## config.mk

```make
export PLATFORM = sky130hd
export DESIGN_NAME = multi_cycle_ctrl_flat
export DESIGN_NICKNAME = d
export VERILOG_FILES = /design/src/rtl/multi_cycle_ctrl_if.sv /design/src/rtl/multi_cycle_ctrl.sv /design/src/flat_wrapper.sv
export SDC_FILE = /design/constraint.sdc
export NUM_CORES = 1
export LEC_CHECK = 0
export ABC_CLOCK_PERIOD_IN_PS = 2490
export BUFFER_PORTS_ARGS = -buffer_cell sky130_fd_sc_hd__buf_2
export CAP_MARGIN = 10
export CORE_MARGIN = 4
export CORE_UTILIZATION = 55
export CTS_BUF_LIST = sky130_fd_sc_hd__clkbuf_8
export CTS_CLUSTER_SIZE = 30
export DETAILED_ROUTE_END_ITERATION = 12
export GPL_TIMING_DRIVEN = 0
export PLACE_DENSITY = 0.85
export SETUP_SLACK_MARGIN = 0.3
export SYNTH_ARGS = -nofsm -noshare
export SYNTH_HDL_FRONTEND = slang
export SYNTH_SLANG_ARGS = --single-unit
```

## constraint.sdc

```tcl
create_clock -name clk -period 2.49 [get_ports clk]
set_input_delay 0.249 -clock clk [delete_from_list [all_inputs] [get_ports clk]]
set_output_delay 0.249 -clock clk [all_outputs]
set_load 0.01 [all_outputs]
```

## src/rtl/multi_cycle_ctrl_if.sv

```systemverilog
// Bundle between the multi-cycle controller and its datapath: IR fields and flags in,
// every enable and mux select out. The controller takes the master side.
interface multi_cycle_ctrl_if;
  logic [5:0] opcode;
  logic [5:0] funct;
  logic       zero;
  logic       mem_ready;

  logic       pc_we;
  logic [1:0] pc_src;
  logic       ir_we;
  logic       iord;
  logic       mem_rd;
  logic       mem_wr;
  logic       reg_we;
  logic       reg_dst;
  logic       mem_to_reg;
  logic       alu_src_a;
  logic [1:0] alu_src_b;
  logic [1:0] alu_op;
  logic       retire;
  logic       illegal;
  logic       bus_err;

  modport master (
    input  opcode, funct, zero, mem_ready,
    output pc_we, pc_src, ir_we, iord, mem_rd, mem_wr, reg_we, reg_dst,
           mem_to_reg, alu_src_a, alu_src_b, alu_op, retire, illegal, bus_err
  );

  modport slave (
    output opcode, funct, zero, mem_ready,
    input  pc_we, pc_src, ir_we, iord, mem_rd, mem_wr, reg_we, reg_dst,
           mem_to_reg, alu_src_a, alu_src_b, alu_op, retire, illegal, bus_err
  );
endinterface

```

## src/rtl/multi_cycle_ctrl.sv

```systemverilog
// Main control FSM of the multi-cycle MIPS-subset datapath: FETCH/DECODE/EXEC/MEM/WB sequencing,
// beq/bne resolution from the zero flag, and a bounded wait on the memory ready handshake.
module multi_cycle_ctrl #(
  parameter int unsigned TIMEOUT = 15
) (
  input logic                clk,
  input logic                rst_n,
  multi_cycle_ctrl_if.master io_bus
);

  localparam logic [5:0] OP_RTYPE = 6'h00;
  localparam logic [5:0] OP_J     = 6'h02;
  localparam logic [5:0] OP_BEQ   = 6'h04;
  localparam logic [5:0] OP_BNE   = 6'h05;
  localparam logic [5:0] OP_ADDI  = 6'h08;
  localparam logic [5:0] OP_ORI   = 6'h0D;
  localparam logic [5:0] OP_LW    = 6'h23;
  localparam logic [5:0] OP_SW    = 6'h2B;

  localparam logic [1:0] PC_SEQ  = 2'b00;
  localparam logic [1:0] PC_BR   = 2'b01;
  localparam logic [1:0] PC_JMP  = 2'b10;

  localparam logic [1:0] SRCB_RT      = 2'b00;
  localparam logic [1:0] SRCB_FOUR    = 2'b01;
  localparam logic [1:0] SRCB_IMM     = 2'b10;
  localparam logic [1:0] SRCB_IMM_SH2 = 2'b11;

  localparam logic [1:0] ALU_ADD   = 2'b00;
  localparam logic [1:0] ALU_SUB   = 2'b01;
  localparam logic [1:0] ALU_FUNCT = 2'b10;
  localparam logic [1:0] ALU_OR    = 2'b11;

  // Last count value a memory state may reach while still waiting.
  localparam logic [7:0] WAIT_LIMIT = 8'(TIMEOUT - 1);

  typedef enum logic [3:0] {
    S_IDLE, S_FETCH, S_DECODE, S_MEM_ADDR, S_MEM_READ, S_MEM_WB, S_MEM_WRITE,
    S_R_EXEC, S_R_WB, S_I_EXEC, S_I_WB, S_BRANCH, S_JUMP, S_TRAP
  } state_t;

  state_t     r_state;
  state_t     w_next;
  logic [7:0] r_wait_cnt;
  logic [7:0] w_wait_cnt_next;
  logic       r_illegal;
  logic       r_bus_err;
  logic       w_set_illegal;
  logic       w_set_bus_err;
  logic       w_mem_state;

  logic       w_pc_we;
  logic [1:0] w_pc_src;
  logic       w_ir_we;
  logic       w_iord;
  logic       w_mem_rd;
  logic       w_mem_wr;
  logic       w_reg_we;
  logic       w_reg_dst;
  logic       w_mem_to_reg;
  logic       w_alu_src_a;
  logic [1:0] w_alu_src_b;
  logic [1:0] w_alu_op;
  logic       w_retire;

  function automatic logic f_funct_ok(input logic [5:0] f);
    case (f)
      6'h20, 6'h21, 6'h22, 6'h23, 6'h24, 6'h25, 6'h2A: f_funct_ok = 1'b1;
      default:                                          f_funct_ok = 1'b0;
    endcase
  endfunction

  function automatic state_t f_dispatch(input logic [5:0] op, input logic [5:0] f);
    case (op)
      OP_RTYPE:       f_dispatch = f_funct_ok(f) ? S_R_EXEC : S_TRAP;
      OP_LW, OP_SW:   f_dispatch = S_MEM_ADDR;
      OP_BEQ, OP_BNE: f_dispatch = S_BRANCH;
      OP_J:           f_dispatch = S_JUMP;
      OP_ADDI, OP_ORI: f_dispatch = S_I_EXEC;
      default:        f_dispatch = S_TRAP;
    endcase
  endfunction

  always_comb begin
    w_mem_state = (r_state == S_FETCH) || (r_state == S_MEM_READ) || (r_state == S_MEM_WRITE);
  end

  always_ff @(posedge clk or negedge rst_n) begin
    if (!rst_n) begin
      r_state    <= S_IDLE;
      r_wait_cnt <= '0;
      r_illegal  <= 1'b0;
      r_bus_err  <= 1'b0;
    end else begin
      r_state    <= w_next;
      r_wait_cnt <= w_wait_cnt_next;
      r_illegal  <= r_illegal | w_set_illegal;
      r_bus_err  <= r_bus_err | w_set_bus_err;
    end
  end

  always_comb begin
    w_next          = r_state;
    w_set_illegal   = 1'b0;
    w_set_bus_err   = 1'b0;
    w_wait_cnt_next = '0;
    case (r_state)
      S_IDLE:      w_next = S_FETCH;
      S_FETCH:     if (io_bus.mem_ready) w_next = S_DECODE;
      S_DECODE: begin
        w_next        = f_dispatch(io_bus.opcode, io_bus.funct);
        w_set_illegal = (w_next == S_TRAP);
      end
      S_MEM_ADDR:  w_next = (io_bus.opcode == OP_SW) ? S_MEM_WRITE : S_MEM_READ;
      S_MEM_READ:  if (io_bus.mem_ready) w_next = S_MEM_WB;
      S_MEM_WB:    w_next = S_FETCH;
      S_MEM_WRITE: if (io_bus.mem_ready) w_next = S_FETCH;
      S_R_EXEC:    w_next = S_R_WB;
      S_R_WB:      w_next = S_FETCH;
      S_I_EXEC:    w_next = S_I_WB;
      S_I_WB:      w_next = S_FETCH;
      S_BRANCH:    w_next = S_FETCH;
      S_JUMP:      w_next = S_FETCH;
      S_TRAP:      w_next = S_TRAP;
      default:     w_next = S_IDLE;
    endcase
    // A wait cycle at the limit traps; mem_ready in that same cycle takes the normal path above.
    if (w_mem_state && !io_bus.mem_ready) begin
      if (r_wait_cnt >= WAIT_LIMIT) begin
        w_next        = S_TRAP;
        w_set_bus_err = 1'b1;
      end else begin
        w_wait_cnt_next = r_wait_cnt + 8'd1;
      end
    end
  end

  always_comb begin
    w_pc_we      = 1'b0;
    w_pc_src     = PC_SEQ;
    w_ir_we      = 1'b0;
    w_iord       = 1'b0;
    w_mem_rd     = 1'b0;
    w_mem_wr     = 1'b0;
    w_reg_we     = 1'b0;
    w_reg_dst    = 1'b0;
    w_mem_to_reg = 1'b0;
    w_alu_src_a  = 1'b0;
    w_alu_src_b  = SRCB_RT;
    w_alu_op     = ALU_ADD;
    w_retire     = 1'b0;
    case (r_state)
      S_FETCH: begin
        w_mem_rd    = 1'b1;
        w_ir_we     = io_bus.mem_ready;
        w_pc_we     = io_bus.mem_ready;
        w_alu_src_b = SRCB_FOUR;
      end
      S_DECODE: w_alu_src_b = SRCB_IMM_SH2;
      S_MEM_ADDR: begin
        w_alu_src_a = 1'b1;
        w_alu_src_b = SRCB_IMM;
      end
      S_MEM_READ: begin
        w_mem_rd = 1'b1;
        w_iord   = 1'b1;
      end
      S_MEM_WB: begin
        w_reg_we     = 1'b1;
        w_mem_to_reg = 1'b1;
        w_retire     = 1'b1;
      end
      S_MEM_WRITE: begin
        w_mem_wr = 1'b1;
        w_iord   = 1'b1;
        w_retire = io_bus.mem_ready;
      end
      S_R_EXEC: begin
        w_alu_src_a = 1'b1;
        w_alu_op    = ALU_FUNCT;
      end
      S_R_WB: begin
        w_reg_we  = 1'b1;
        w_reg_dst = 1'b1;
        w_retire  = 1'b1;
      end
      S_I_EXEC: begin
        w_alu_src_a = 1'b1;
        w_alu_src_b = SRCB_IMM;
        w_alu_op    = (io_bus.opcode == OP_ORI) ? ALU_OR : ALU_ADD;
      end
      S_I_WB: begin
        w_reg_we = 1'b1;
        w_retire = 1'b1;
      end
      S_BRANCH: begin
        w_alu_src_a = 1'b1;
        w_alu_op    = ALU_SUB;
        w_pc_src    = PC_BR;
        w_pc_we     = ((io_bus.opcode == OP_BEQ) && io_bus.zero) ||
                      ((io_bus.opcode == OP_BNE) && !io_bus.zero);
        w_retire    = 1'b1;
      end
      S_JUMP: begin
        w_pc_we  = 1'b1;
        w_pc_src = PC_JMP;
        w_retire = 1'b1;
      end
      default: ;
    endcase
  end

  assign io_bus.pc_we      = w_pc_we;
  assign io_bus.pc_src     = w_pc_src;
  assign io_bus.ir_we      = w_ir_we;
  assign io_bus.iord       = w_iord;
  assign io_bus.mem_rd     = w_mem_rd;
  assign io_bus.mem_wr     = w_mem_wr;
  assign io_bus.reg_we     = w_reg_we;
  assign io_bus.reg_dst    = w_reg_dst;
  assign io_bus.mem_to_reg = w_mem_to_reg;
  assign io_bus.alu_src_a  = w_alu_src_a;
  assign io_bus.alu_src_b  = w_alu_src_b;
  assign io_bus.alu_op     = w_alu_op;
  assign io_bus.retire     = w_retire;
  assign io_bus.illegal    = r_illegal;
  assign io_bus.bus_err    = r_bus_err;

endmodule

```

## src/flat_wrapper.sv

```systemverilog
// flat-port wrapper written by rule: the top's interface ports become plain ports
module multi_cycle_ctrl_flat 
#(
  parameter int unsigned TIMEOUT = 15
)
  (clk, rst_n, io_bus_opcode, io_bus_funct, io_bus_zero, io_bus_mem_ready, io_bus_pc_we, io_bus_pc_src, io_bus_ir_we, io_bus_iord, io_bus_mem_rd, io_bus_mem_wr, io_bus_reg_we, io_bus_reg_dst, io_bus_mem_to_reg, io_bus_alu_src_a, io_bus_alu_src_b, io_bus_alu_op, io_bus_retire, io_bus_illegal, io_bus_bus_err);
  multi_cycle_ctrl_if io_bus_i ();
  input logic clk;
  input logic rst_n;
  input wire logic [$bits(io_bus_i.opcode)-1:0] io_bus_opcode;
  input wire logic [$bits(io_bus_i.funct)-1:0] io_bus_funct;
  input wire logic [$bits(io_bus_i.zero)-1:0] io_bus_zero;
  input wire logic [$bits(io_bus_i.mem_ready)-1:0] io_bus_mem_ready;
  output wire logic [$bits(io_bus_i.pc_we)-1:0] io_bus_pc_we;
  output wire logic [$bits(io_bus_i.pc_src)-1:0] io_bus_pc_src;
  output wire logic [$bits(io_bus_i.ir_we)-1:0] io_bus_ir_we;
  output wire logic [$bits(io_bus_i.iord)-1:0] io_bus_iord;
  output wire logic [$bits(io_bus_i.mem_rd)-1:0] io_bus_mem_rd;
  output wire logic [$bits(io_bus_i.mem_wr)-1:0] io_bus_mem_wr;
  output wire logic [$bits(io_bus_i.reg_we)-1:0] io_bus_reg_we;
  output wire logic [$bits(io_bus_i.reg_dst)-1:0] io_bus_reg_dst;
  output wire logic [$bits(io_bus_i.mem_to_reg)-1:0] io_bus_mem_to_reg;
  output wire logic [$bits(io_bus_i.alu_src_a)-1:0] io_bus_alu_src_a;
  output wire logic [$bits(io_bus_i.alu_src_b)-1:0] io_bus_alu_src_b;
  output wire logic [$bits(io_bus_i.alu_op)-1:0] io_bus_alu_op;
  output wire logic [$bits(io_bus_i.retire)-1:0] io_bus_retire;
  output wire logic [$bits(io_bus_i.illegal)-1:0] io_bus_illegal;
  output wire logic [$bits(io_bus_i.bus_err)-1:0] io_bus_bus_err;
  assign io_bus_i.opcode = io_bus_opcode;
  assign io_bus_i.funct = io_bus_funct;
  assign io_bus_i.zero = io_bus_zero;
  assign io_bus_i.mem_ready = io_bus_mem_ready;
  assign io_bus_pc_we = io_bus_i.pc_we;
  assign io_bus_pc_src = io_bus_i.pc_src;
  assign io_bus_ir_we = io_bus_i.ir_we;
  assign io_bus_iord = io_bus_i.iord;
  assign io_bus_mem_rd = io_bus_i.mem_rd;
  assign io_bus_mem_wr = io_bus_i.mem_wr;
  assign io_bus_reg_we = io_bus_i.reg_we;
  assign io_bus_reg_dst = io_bus_i.reg_dst;
  assign io_bus_mem_to_reg = io_bus_i.mem_to_reg;
  assign io_bus_alu_src_a = io_bus_i.alu_src_a;
  assign io_bus_alu_src_b = io_bus_i.alu_src_b;
  assign io_bus_alu_op = io_bus_i.alu_op;
  assign io_bus_retire = io_bus_i.retire;
  assign io_bus_illegal = io_bus_i.illegal;
  assign io_bus_bus_err = io_bus_i.bus_err;
  multi_cycle_ctrl #(.TIMEOUT(TIMEOUT)) u_core (.clk(clk), .rst_n(rst_n), .io_bus(io_bus_i));
endmodule
```

======== After elaboration in Yosys (flattened, before gate mapping) ========
Index checks and enable logic that the tools add are counted.
storage, ports and cells
  register bits ........................... 14
  latch bits .............................. 0
  bits in writable memories ............... 0
  ROM bits ................................ 0
  input bits .............................. 16
  output and inout port bits .............. 18
  memories kept ........................... 0
operators by class
  $add $sub $neg .......................... 1
  multiply operators ...................... 0
  divide/modulo/power cells ............... 0
  magnitude comparators ................... 1
  eq/ne operators ......................... 28
  shift operators ......................... 0
  muxes and demuxes ....................... 32
  bitwise operators ....................... 2
  reductions and logical operators ........ 21
operator list
  cell                   count
  $eq A6 B6 Y1 const B   9
  $pmux W4 S9            1
  $eq A4 B4 Y1 const B   7
  $mux W4                7
  $pmux W4 S5            1
  $eq A4 B3 Y1 const B   4
  $mux W8                2
  $mux W1                14
  $eq A6 B3 Y1 const B   2
  $eq A6 B4 Y1 const B   2
  $pmux W2 S3            2
  $reduce_or A2 Y1       6
  $add A8 B1 Y8 const B  1
  $eq A4 B2 Y1 const B   2
  $ge A8 B4 Y1 const B   1
  $reduce_or A7 Y1       1
  $eq A6 B2 Y1 const B   1
  $logic_not A6 Y1       1
  $reduce_or A6 Y1       1
  $reduce_or A5 Y1       1
  $eq A4 B1 Y1 const B   1
  $logic_not A4 Y1       1
  $mux W2                2
  $pmux W2 S2            1
  other kinds (8)        14

======== Longest topological paths before layout ========
  depth in word-level cells ............... 11
  gate-level depth with buffers ........... 7

======== Worst setup path after synthesis ========
No wires, ideal clock.
  kind .................................... register to register
  from .................................... reg u_core.r_wait_cnt[0]
  to ...................................... reg u_core.r_state[3]
  setup time .............................. 0.135 ns
  arrival ................................. 1.335 ns
  path slack .............................. 1.019 ns
  cell stages (with the launch flop) ...... 8
  path buffers ............................ 0
  cells stage by stage .................... dfrtp_1 inv_1 ha_1 o211ai_1 and2_1 and3b_4 a31oi_4 o211ai_1
on the way
  cells in the longest elaborated chain, start to end .. 3
RTL lines
  item                        RTL line                 RTL
  start: declaration          multi_cycle_ctrl.sv:44   logic [7:0] r_wait_cnt;
  start signal: assignment    multi_cycle_ctrl.sv:96   r_wait_cnt <= w_wait_cnt_next;
  $ge A8 B4 Y1                multi_cycle_ctrl.sv:129  if (r_wait_cnt >= WAIT_LIMIT) begin
  $mux W4                     multi_cycle_ctrl.sv:129
  $mux W4                     multi_cycle_ctrl.sv:128  if (w_mem_state && !io_bus.mem_ready) begin
  named net u_core.w_next[3]  multi_cycle_ctrl.sv:43   state_t w_next;
  end signal: assignment      multi_cycle_ctrl.sv:95   r_state <= w_next;
  end: declaration            multi_cycle_ctrl.sv:42   state_t r_state;
The timed path passes the listed nets, and every way through them passes these cells.

======== Final worst setup path ========
  from .................................... reg u_core.r_state[2]
  to ...................................... out io_bus_pc_we
on the way
  cells in the longest elaborated chain, start to end .. 2
RTL lines
  item                                                 RTL line                 RTL
  $eq A4 B4 Y1 / $eq A4 B1 Y1 (equally long branches)  multi_cycle_ctrl.sv:152  case (r_state)
  $pmux W1 S3 (*)                                      multi_cycle_ctrl.sv:152
  end: declaration                                     flat_wrapper.sv:14       output wire logic [$bits(io_bus_i.pc_we)-1:0] io_bus_pc_we;
Every way passes the cells marked *; elsewhere a longest branch is shown, timed or not.

==> summary.md <==
| Metric | Value |
|---|---|
| Outcome | finished clean |
| Main flop type after synthesis | dfrtp_1 |
| Adder-Cell Fraction of Synth Area | 2.286% |
| Top post-synthesis cells by count | nor2_1 (23), dfrtp_1 (14), nand2_1 (10), o21ai_0 (10) |
| WL met3 | 204 um |
| Initial antenna violation count | 0 |
| Net switching power | 591.0 uW |
| Clk pwr share | 16.7% |
| Flop pwr share | 21.5% |
| Startpoint Class | flop |
| WL final | 2727 um |
| Num CTS Buffers | 3 |
| Leakage | 0.6372 nW |
| Switching share of power | 44.84% |
| Syn Area/Cell | 7.876 um^2 |
| Yosys top cell by area | dfrtp_1 |
| Cell with the most instances after synthesis | nor2_1 |
| Sequential-to-total area share from yosys stat | 32.00% |
| Highest Clock Rate | 511.4 MHz |
| Post-Syn Area | 1095 um^2 |
| Synth area leaders | dfrtp_1 (32%), nor2_1 (7.9%), o21ai_0 (4.6%) |
| Initial Util | 60.76% |
| Fin Hold WS | 0.3648 ns |
| Worst-skew pair later-pin latency | 0.24 ns |
| Final nets | 198 |
| Die height | 52.62 um |
| CTS H-tree depth | 1 |
| Setup TNS | 0 ns |
| Core area | 1802 um^2 |
| Finish-stage setup viols | 0 |
| Routed len/inst | 13.37 um |
| Slew Viols, Final | 0 |
| Die ar. | 2768 um^2 |
| Final period utilization | 78.53% |
| Root buf cell | clkbuf_8 |
| Largest family of logic cells by synthesized area | simple AND/OR/NAND/NOR gates |
| Internal | 726.9 uW |
| Global Route Usage Sum | 22.89% |
| Post-DP HPWL | 2094 um |
| Top layer in use | met4 |
| Post-detailed-route count of antenna-violating nets | 0 |
| CP Max Fanout | 10 |
| Max IR drop VDD | 784.0 uV |
| Synthesized flop and latch total | 14 |
| GRT overflow | 0 |
| M1 wire length | 1108 um |
| Post-synth cell types | 47 |
| Worst EP arrival | 1.71 ns |
| Post-synthesis cell count | 139 |
| First-pass GRT wire length | 4774 um |
| RSZ-0062 raised after global routing | false |
| Kind of critical path | flop to primary output |
| Remaining DRCs | 0 |
| # clock sinks | 14 |
| Post-synthesis mux area share | 1.943% |
| EDFF count, synth | 0 |
| CTS tree | built |
| Vias in the first global route | 1,108 |
| RePlAce Congestion | 0.9032 |
| ANT cells | 0 |
| Synth Area in XOR/XNOR | 4.800% |
| Period minus WS final | 1.956 ns |
| Synth-to-Final Area Change | 24.57% |
| Clock Skew | 0.0007758 ns |
| DR vias | 1,163 |
| Largest net degree at the start of global routing | 15 |
| Synth Warn # | 0 |
| Maximum Capacitance Violations | 0 |
| Top-area cell type share of the netlist area | 32.00% |
| Layout cells sized above 1 | 30.17% |
| # rows | 15 |
| First-pass DRT Iterations | 4 |
| Clock slew at reported path FFs | 0.06 ns |
| Pwr/cell area | 966.3 nW/um^2 |
| Final Hold Vio Count | 0 |
| Setup bufs post-CTS | 0 |
| Average vias per placed instance | 5.701 |
| Comb pwr share | 61.8% |
| Clock buffer depth | 2 |
| Hold Crit Class | input pin to flop |
| Number of DRC markers in iteration 0 | 24 |
| Post-synth ARST share | 100.0% |
| I/O Pins | 34 |
| I/O Buffers | 33 |
| Die Wd | 52.62 um |
| CP Capture Type | primary output |
| Critical Path RT | 2.24 ns |
| Compound-gate portion of the synthesized area | 20.91% |
| Met2 WL | 1393 um |
| Fillers | 150 |
| Simple-gate share of the synthesized area | 32.69% |
## timing repair
item,CTS,global route
gates resized for setup,0,0
hold endpoints to repair,14,0
hold buffers,1,0
endpoints found under the setup margin,0,0
## power groups by stage
| stage | sequential, mW | combinational, mW | clock (mW) |
|---|---|---|---|
| 2_1_floorplan | 0.288 | 0.562 | 0 |
| 3_3_place_gp | 0.285 | 0.772 | 0 |
| 3_5_place_dp | 0.286 | 0.800 | 0 |
| 4_1_cts | 0.282 | 0.806 | 0.223 |
| 5_1_grt | 0.286 | 0.898 | 0.233 |
| 6_report | 0.283 | 0.815 | 0.220 |
## critical path, stage by stage (launching register included)
cell	delay [ns]
dfrtp_1	0.35
buf_2	0.17
buf_2	0.21
nor2_1	0.19
a31oi_1	0.14
o21ai_0	0.22
buf_2	0.17
## layout make-up
type / count / area, um^2 / share of cell area, %
Buffer: 8 / 43.79 / 3.211
Tap cell: 25 / 31.28 / 2.294
Sequential cell: 14 / 350.3 / 25.69
Timing Repair Buffer: 34 / 175.2 / 12.84
Multi-Input combinational cell: 116 / 696.9 / 51.10
Clock buffer: 4 / 55.05 / 4.037
Inverter: 3 / 11.26 / 0.8257
## cell usage in the layout, fill, tap and decap left out, types with 2 or more instances in the layout
| cell | count |
|---|---|
| a31oi_1 | 2 |
| o21ai_0 | 10 |
| nor3_1 | 5 |
| a21oi_1 | 7 |
| xor2_1 | 3 |
| nand2_1 | 10 |
| nand3_1 | 7 |
| inv_1 | 2 |
| clkbuf_8 | 4 |
| dfrtp_1 | 14 |
| and3_1 | 2 |
| xnor2_1 | 3 |
| o211ai_1 | 2 |
| conb_1 | 3 |
| nor2_1 | 23 |
| buf_4 | 2 |
| ha_1 | 2 |
| nand2b_1 | 4 |
| and2_1 | 2 |
| nor2b_1 | 3 |
| buf_2 | 38 |
| nor4_1 | 4 |
## through the flow
step	setup slack (ns)	total power, mW	std cells	utilization [%]	instance area (um^2)
floorplan	1.019	0.8500	141	-	1102
global placement	0.9263	1.058	199	72.08	1299
detailed placement	0.8605	1.086	199	72.08	1299
CTS	0.5934	1.312	204	75.69	1364
global route	0.4398	1.416	204	75.69	1364
finish	0.5345	1.318	204	75.69	1364
## kinds of logic (layout without fill, tap and decap cells)
kind of cell             count (synthesis)  count (layout)
AND/OR/NAND/NOR                         70              70
AO/OA/AOI/OAI                           33              33
flip-flops                              14              14
buffers and inverters                   11              49
XOR/XNOR                                 6               6
adder cells (fa/ha/maj)                  2               2
multiplexers                             2               2
other                                    1               3
## registers in the layout, summed over array words and instances, names as in the netlist
| name | flops |
|---|---|
| u_core.r_wait_cnt | 8 |
| u_core.r_state | 4 |
| u_core.io_bus.bus_err | 1 |
| u_core.io_bus.illegal | 1 |
## path summary, 6_finish.rpt
check                      cells past startpoint                             from  slack (ns)                              end
setup / recovery                               6      u_core.r_state[2]$_DFF_PN0_        0.53                     io_bus_pc_we
hold / removal                                 4                 io_bus_opcode[1]        0.36      u_core.r_state[0]$_DFF_PN0_
setup reg to reg                               7   u_core.r_wait_cnt[0]$_DFF_PN0_        0.85      u_core.r_state[2]$_DFF_PN0_
hold reg to reg                                1  u_core.io_bus.illegal$_DFF_PN0_        0.47  u_core.io_bus.illegal$_DFF_PN0_
max in group asynchronous                      2                            rst_n        1.82      u_core.r_state[0]$_DFF_PN0_
min in group asynchronous                      2                            rst_n        0.43   u_core.r_wait_cnt[7]$_DFF_PN0_
## routing by layer
layer | vias up | GRT usage, %
met2 | 45 | 41.74
met4 | 0 | 5.106
met3 | 4 | 4.274
li1 | 568 | -
met1 | 546 | 27.35
met5 | - | 0
No activity file was read; power rests on OpenSTA's default activity.
